## src/rtl/mem_access_unit.sv

```systemverilog
// Data-memory access stage for the RV32I datapath: issues one word-aligned load or store,
// captures the read word in the MDR and hands word, byte offset and funct3 to load extraction.
module mem_access_unit #(
    parameter int width = 32
) (
    input  logic             clk,
    input  logic             rst,
    input  logic             req_valid,
    output logic             req_ready,
    input  logic             req_write,
    input  logic [2:0]       funct3,
    input  logic [width-1:0] addr,
    input  logic [width-1:0] wdata,
    output logic             mem_read,
    output logic             mem_write,
    output logic [width-1:0] mem_address,
    output logic [width-1:0] mem_wdata,
    output logic [3:0]       mem_byte_enable,
    input  logic [width-1:0] mem_rdata,
    input  logic             mem_resp,
    output logic [width-1:0] mdr_out,
    output logic [1:0]       sel_out,
    output logic [2:0]       funct3_out,
    output logic             done,
    output logic             fault
);

    typedef enum logic [2:0] {
        IDLE  = 3'd0,
        READ  = 3'd1,
        WRITE = 3'd2,
        RESP  = 3'd3,
        FAULT = 3'd4
    } state_t;

    state_t           state;
    logic             legal_f3;
    logic             misaligned;
    logic [3:0]       lane_mask;
    logic [width-1:0] lane_data;

    // NOTE: every variable assigned here gets a default first, so no latch can be inferred.
    always_comb begin
        legal_f3   = 1'b0;
        misaligned = 1'b0;
        lane_mask  = 4'b1111;
        lane_data  = wdata << {addr[1:0], 3'b000};

        unique case (funct3)
            3'b000, 3'b001, 3'b010: legal_f3 = 1'b1;
            3'b100, 3'b101:         legal_f3 = !req_write;
            default:                legal_f3 = 1'b0;
        endcase

        if (funct3[1:0] == 2'b01 && addr[0])
            misaligned = 1'b1;
        if (funct3[1:0] == 2'b10 && addr[1:0] != 2'b00)
            misaligned = 1'b1;

        unique case (funct3[1:0])
            2'b00:   lane_mask = 4'b0001 << addr[1:0];
            2'b01:   lane_mask = 4'b0011 << addr[1:0];
            default: lane_mask = 4'b1111;
        endcase
    end

    assign req_ready = (state == IDLE);

    // Strobes, lanes and the done/fault pulses are all registered: no request or memory
    // input reaches an output combinationally.
    // NOTE: sequential state uses non-blocking assignments only, so every register samples
    // pre-edge values regardless of statement order.
    always_ff @(posedge clk) begin
        if (rst) begin
            state           <= IDLE;
            mem_read        <= 1'b0;
            mem_write       <= 1'b0;
            mem_address     <= '0;
            mem_wdata       <= '0;
            mem_byte_enable <= 4'b0000;
            mdr_out         <= '0;
            sel_out         <= 2'b00;
            funct3_out      <= 3'b000;
            done            <= 1'b0;
            fault           <= 1'b0;
        end else begin
            done  <= 1'b0;
            fault <= 1'b0;

            unique case (state)
                IDLE: begin
                    if (req_valid) begin
                        if (!legal_f3 || misaligned) begin
                            state <= FAULT;
                            fault <= 1'b1;
                        end else begin
                            sel_out     <= addr[1:0];
                            funct3_out  <= funct3;
                            mem_address <= {addr[width-1:2], 2'b00};
                            if (req_write) begin
                                state           <= WRITE;
                                mem_write       <= 1'b1;
                                mem_byte_enable <= lane_mask;
                                mem_wdata       <= lane_data;
                            end else begin
                                state           <= READ;
                                mem_read        <= 1'b1;
                                mem_byte_enable <= 4'b0000;
                            end
                        end
                    end
                end

                READ: begin
                    if (mem_resp) begin
                        mdr_out  <= mem_rdata;
                        mem_read <= 1'b0;
                        done     <= 1'b1;
                        state    <= RESP;
                    end
                end

                WRITE: begin
                    if (mem_resp) begin
                        mem_write <= 1'b0;
                        done      <= 1'b1;
                        state     <= RESP;
                    end
                end

                RESP:    state <= IDLE;
                FAULT:   state <= IDLE;
                default: state <= IDLE;
            endcase
        end
    end

    strobe_exclusive: assert property (@(posedge clk) !(mem_read && mem_write));

endmodule

```

## config.mk

```make
export PLATFORM = sky130hd
export DESIGN_NAME = mem_access_unit
export DESIGN_NICKNAME = d
export VERILOG_FILES = /design/src/rtl/mem_access_unit.sv
export SDC_FILE = /design/constraint.sdc
export NUM_CORES = 1
export LEC_CHECK = 0
export CORE_UTILIZATION = 42
export CTS_BUF_LIST = sky130_fd_sc_hd__clkbuf_2 sky130_fd_sc_hd__clkbuf_4 sky130_fd_sc_hd__clkbuf_8
export DETAILED_ROUTE_END_ITERATION = 12
export GPL_ROUTABILITY_DRIVEN = 0
export PLACE_DENSITY = 0.91
export SYNTH_ARGS = -nofsm -noshare
export SYNTH_HDL_FRONTEND = slang
export SYNTH_SLANG_ARGS = --single-unit
```

## constraint.sdc

```tcl
create_clock -name clk -period 2.2 [get_ports clk]
set_input_delay 0.55 -clock clk [delete_from_list [all_inputs] [get_ports clk]]
set_output_delay 0.55 -clock clk [all_outputs]
set_load 0.02 [all_outputs]
```

==> impl_metrics.toml <==
[status]
status = "completed"

[floorplanning]
rows = 37
die_w_microns = 105
start_util_pct = 43.0
die_h_microns = 105
io_pins = 214
core_area_sq_um = 10300
dieArea_sq_um = 10900

[flow_run]
maxCapViolCount = 0

[global_route]
grt_pass1_vias = 4367
grt_pass1_wl_microns = 20600
grt_remaining_overflow = 0
grt_util_met2_pct = 40.4
antenna_found_initial = 0
use_met3_pct = 4.80
grt_max_degree = 111
busiest_layer = "met2"
met1_usage_pct = 28.4
grtUsageTotal_pct = 23.3

[logic_synthesis]
synth_top_family_by_area = "simple AND/OR/NAND/NOR gates"
muxShareOfSynthArea_pct = 5.67
ys_seq_area_share_pct = 49.9
synth.distinct_cells = 37
synthAdderAreaFrac_pct = 0
synth_xor_area_share_pct = 0.198
synthTopCellsByArea = "dfxtp_1, nand2_1, a21oi_1"
synth_top_area_share_pct = 49.9
synth_area_sq_um = 4420
async_flop_share_pct = 0
avgSynthCellArea_sq_um = 7.98
yosys_register_bits = 110
synthFlopType = "dfxtp_1"
synth_edf_count = 0
synth_simple_gate_area_share_pct = 23.4
synth_top_cell_by_area = "dfxtp_1"
syn_inst = 553
synth_compound_area_share_pct = 16.0
synth_warnings = 0

[placement]
hpwl_microns = 9630
port_buffers = 211
dp_cells = 883
post_dp_cell_area_sq_um = 6800

[critical_path]
start_kind = "input port"
crit_start = "funct3[0]"
cp-end-kind = "flop"
r2r_setup_slack_ps = 180
worstPathMaxFanout = 12
reg2regPathDepth = 6
crit_required_ps = 2440
critPathKind = "input port to flop"
reg2reg_to = "mem_wdata[20]$_SDFFE_PP0P_"
arrival_ps = 2400
r2r-start = "state[2]$_SDFFE_PP0P_"

[route]
drt-initial-drc-count = 287
wire_per_inst_microns = 14.5
drtAntennaViolNets = 0
dr.pass1.iters = 5
drc = 0
drt_wl_total_microns = 13100
avgViaCountPerCell = 5.11
vias = 4608

[timing]
period_needed_ps = 2160
slew_viol_final = 0
fin_crit_sh_pct = 98.1
worst_pin_slew_ps = 872
rsz0062_at_grt = "false"
timing.fmax_mhz = 463
hold_viol_final = 0
relSlewSlack_pct = 41.4
finalSetupTns_ps = 0
finalSetupViolations = 0
fin_skew_ps = 11.4

[cts]
path_clk_slew_ps = 100
clkLatencyLatePin_ps = 360
cts_tree = "yes"
cts_root_buf = "clkbuf_8"
clock_tree.buffer_depth = 2
cts.sinks = 110
h-tree-depth = 3
cts_buffers = 9
ctsHoldBuffers = 0

[power]
total_power_mw = 4.08
vdd_drop_max_v = 0.000400
p_per_area_nw_per_um2 = 580
p_seq_share_pct = 51.9
p_clk_share_pct = 27.1
p_comb_share_pct = 20.9
switching_share_pct = 27.6
p_int_mw = 2.95
p_leak_nw = 2.52
p_switching_mw = 1.13

[min_path]
min_to = "mem_address[22]$_SDFFE_PP0P_"
hold_path.class = "flop to flop"
min_path_cells = 2
holdCritStartpoint = "mem_address[22]$_SDFFE_PP0P_"

[cells_and_area]
ff_latch_area_sq_um = 2200
multi_input_area_sq_um = 2030
num_antenna_cells = 0
fin_nets = 864
area_delta_synth_final_pct = 59.2
fin_area_sq_um = 7030
final_cells = 901
finish.utilization_pct = 68.4
num-fill-cells = 814
drive_gt1_share_pct = 8.37
worst max path at each step:
stage	endpoint	slack (ps)	cells after the start
final	mem_wdata[20]$_SDFFE_PP0P_	40	7
after global routing	mem_wdata[2]$_SDFFE_PP0P_	20	8
after CTS	mem_wdata[14]$_SDFFE_PP0P_	7	6
after detailed placement	mem_wdata[13]$_SDFFE_PP0P_	-380	6
after global placement	mem_wdata[14]$_SDFFE_PP0P_	-310	6
after floorplan	mem_wdata[19]$_SDFFE_PP0P_	140	7
logic make-up (layout without fill, tap and decap cells):
| group | Yosys count | in the layout |
|---|---|---|
| multiplexers | 24 | 24 |
| AO/OA/AOI/OAI | 124 | 124 |
| AND/OR/NAND/NOR | 245 | 245 |
| flip-flops | 110 | 110 |
| XOR/XNOR | 1 | 1 |
| other | 1 | 2 |
| buffers and inverters | 48 | 259 |
area by class of cell:
| cell class | instances | area share [%] |
|---|---|---|
| Timing Repair Buffer | 242 | 34.8 |
| Sequential cell | 110 | 31.3 |
| Multi-Input combinational cell | 396 | 28.9 |
| Tap cell | 136 | 2.42 |
| Clock buffer | 10 | 1.96 |
| Clock inverter | 6 | 0.516 |
| Inverter | 1 | 0.0534 |
repair_timing:
item                                    in CTS  in global routing
endpoints found under the setup margin       1                 13
buffers inserted                             0                  1
pin swaps                                    0                  3
cloned                                       0                  1
gates resized for setup                      1                  6
cell usage in the layout (no fill, tap or decap), types with 2 or more instances in the layout:
master	n
a21oi_1	88
clkdlybuf4s50_1	207
nand2_1	172
buf_4	24
nor2_1	24
o211ai_1	11
nor4_1	2
buf_12	7
a21o_1	2
a21oi_2	3
a211oi_1	8
dfxtp_1	110
nand3b_1	10
mux2_2	8
nand3_1	9
conb_1	2
nor2b_1	2
nor3_1	13
clkinv_2	4
o21ai_0	3
or3_1	8
mux2i_1	16
clkbuf_8	10
power groups by stage:
stage                     registers, mW  logic, mW  clock network [mW]
after floorplan                    2.24      0.304                   0
after global placement             2.16      0.824                   0
after detailed placement           2.16      0.847                   0
after CTS                          2.12      0.847                1.14
after global routing               2.13      0.916                1.22
final                              2.12      0.854                1.11
cells in the mapped netlist, drive strengths merged (2+ instances only):
cell    number
nor3        13
buf         13
nor2        24
nor2b        2
clkbuf      34
a21o         2
o21ai        3
nand3        9
nand2      172
o211ai      11
mux2i       16
a21oi       91
or3          9
a211oi       9
dfxtp      110
nor4         2
nand3b      10
mux2         8
worst max-delay path: stages:
cell             delay (ps)
clkdlybuf4s50_1         480
or3_1                   420
a211o_4                 350
buf_12                  150
buf_12                  130
a211oi_1                240
nor3_1                   80
state kept, by name, summed over array words and instances (netlist names):
| register | flops |
|---|---|
| sel_out | 2 |
| mem_byte_enable | 4 |
| fault | 1 |
| mdr_out | 32 |
| funct3_out | 3 |
| mem_wdata | 32 |
| mem_write | 1 |
| mem_address | 30 |
| done | 1 |
| state | 3 |
| mem_read | 1 |
per-stage QoR:
step,setup slack (ps),hold slack [ps]
CTS,7.44,462
global route,15.3,479
detailed placement,-381,447
floorplan,143,504
global placement,-306,440
finish,42.2,460
routing by layer:
layer	vias to the layer above	part of all wire (%)	routed length (microns)
met4	0	2.3	298
li1	2274	-	-
met5	-	0	0
met3	23	6.6	858
met2	193	50	6490
met1	2118	42	5440
Note: power is estimated with default switching activity, not from simulation.
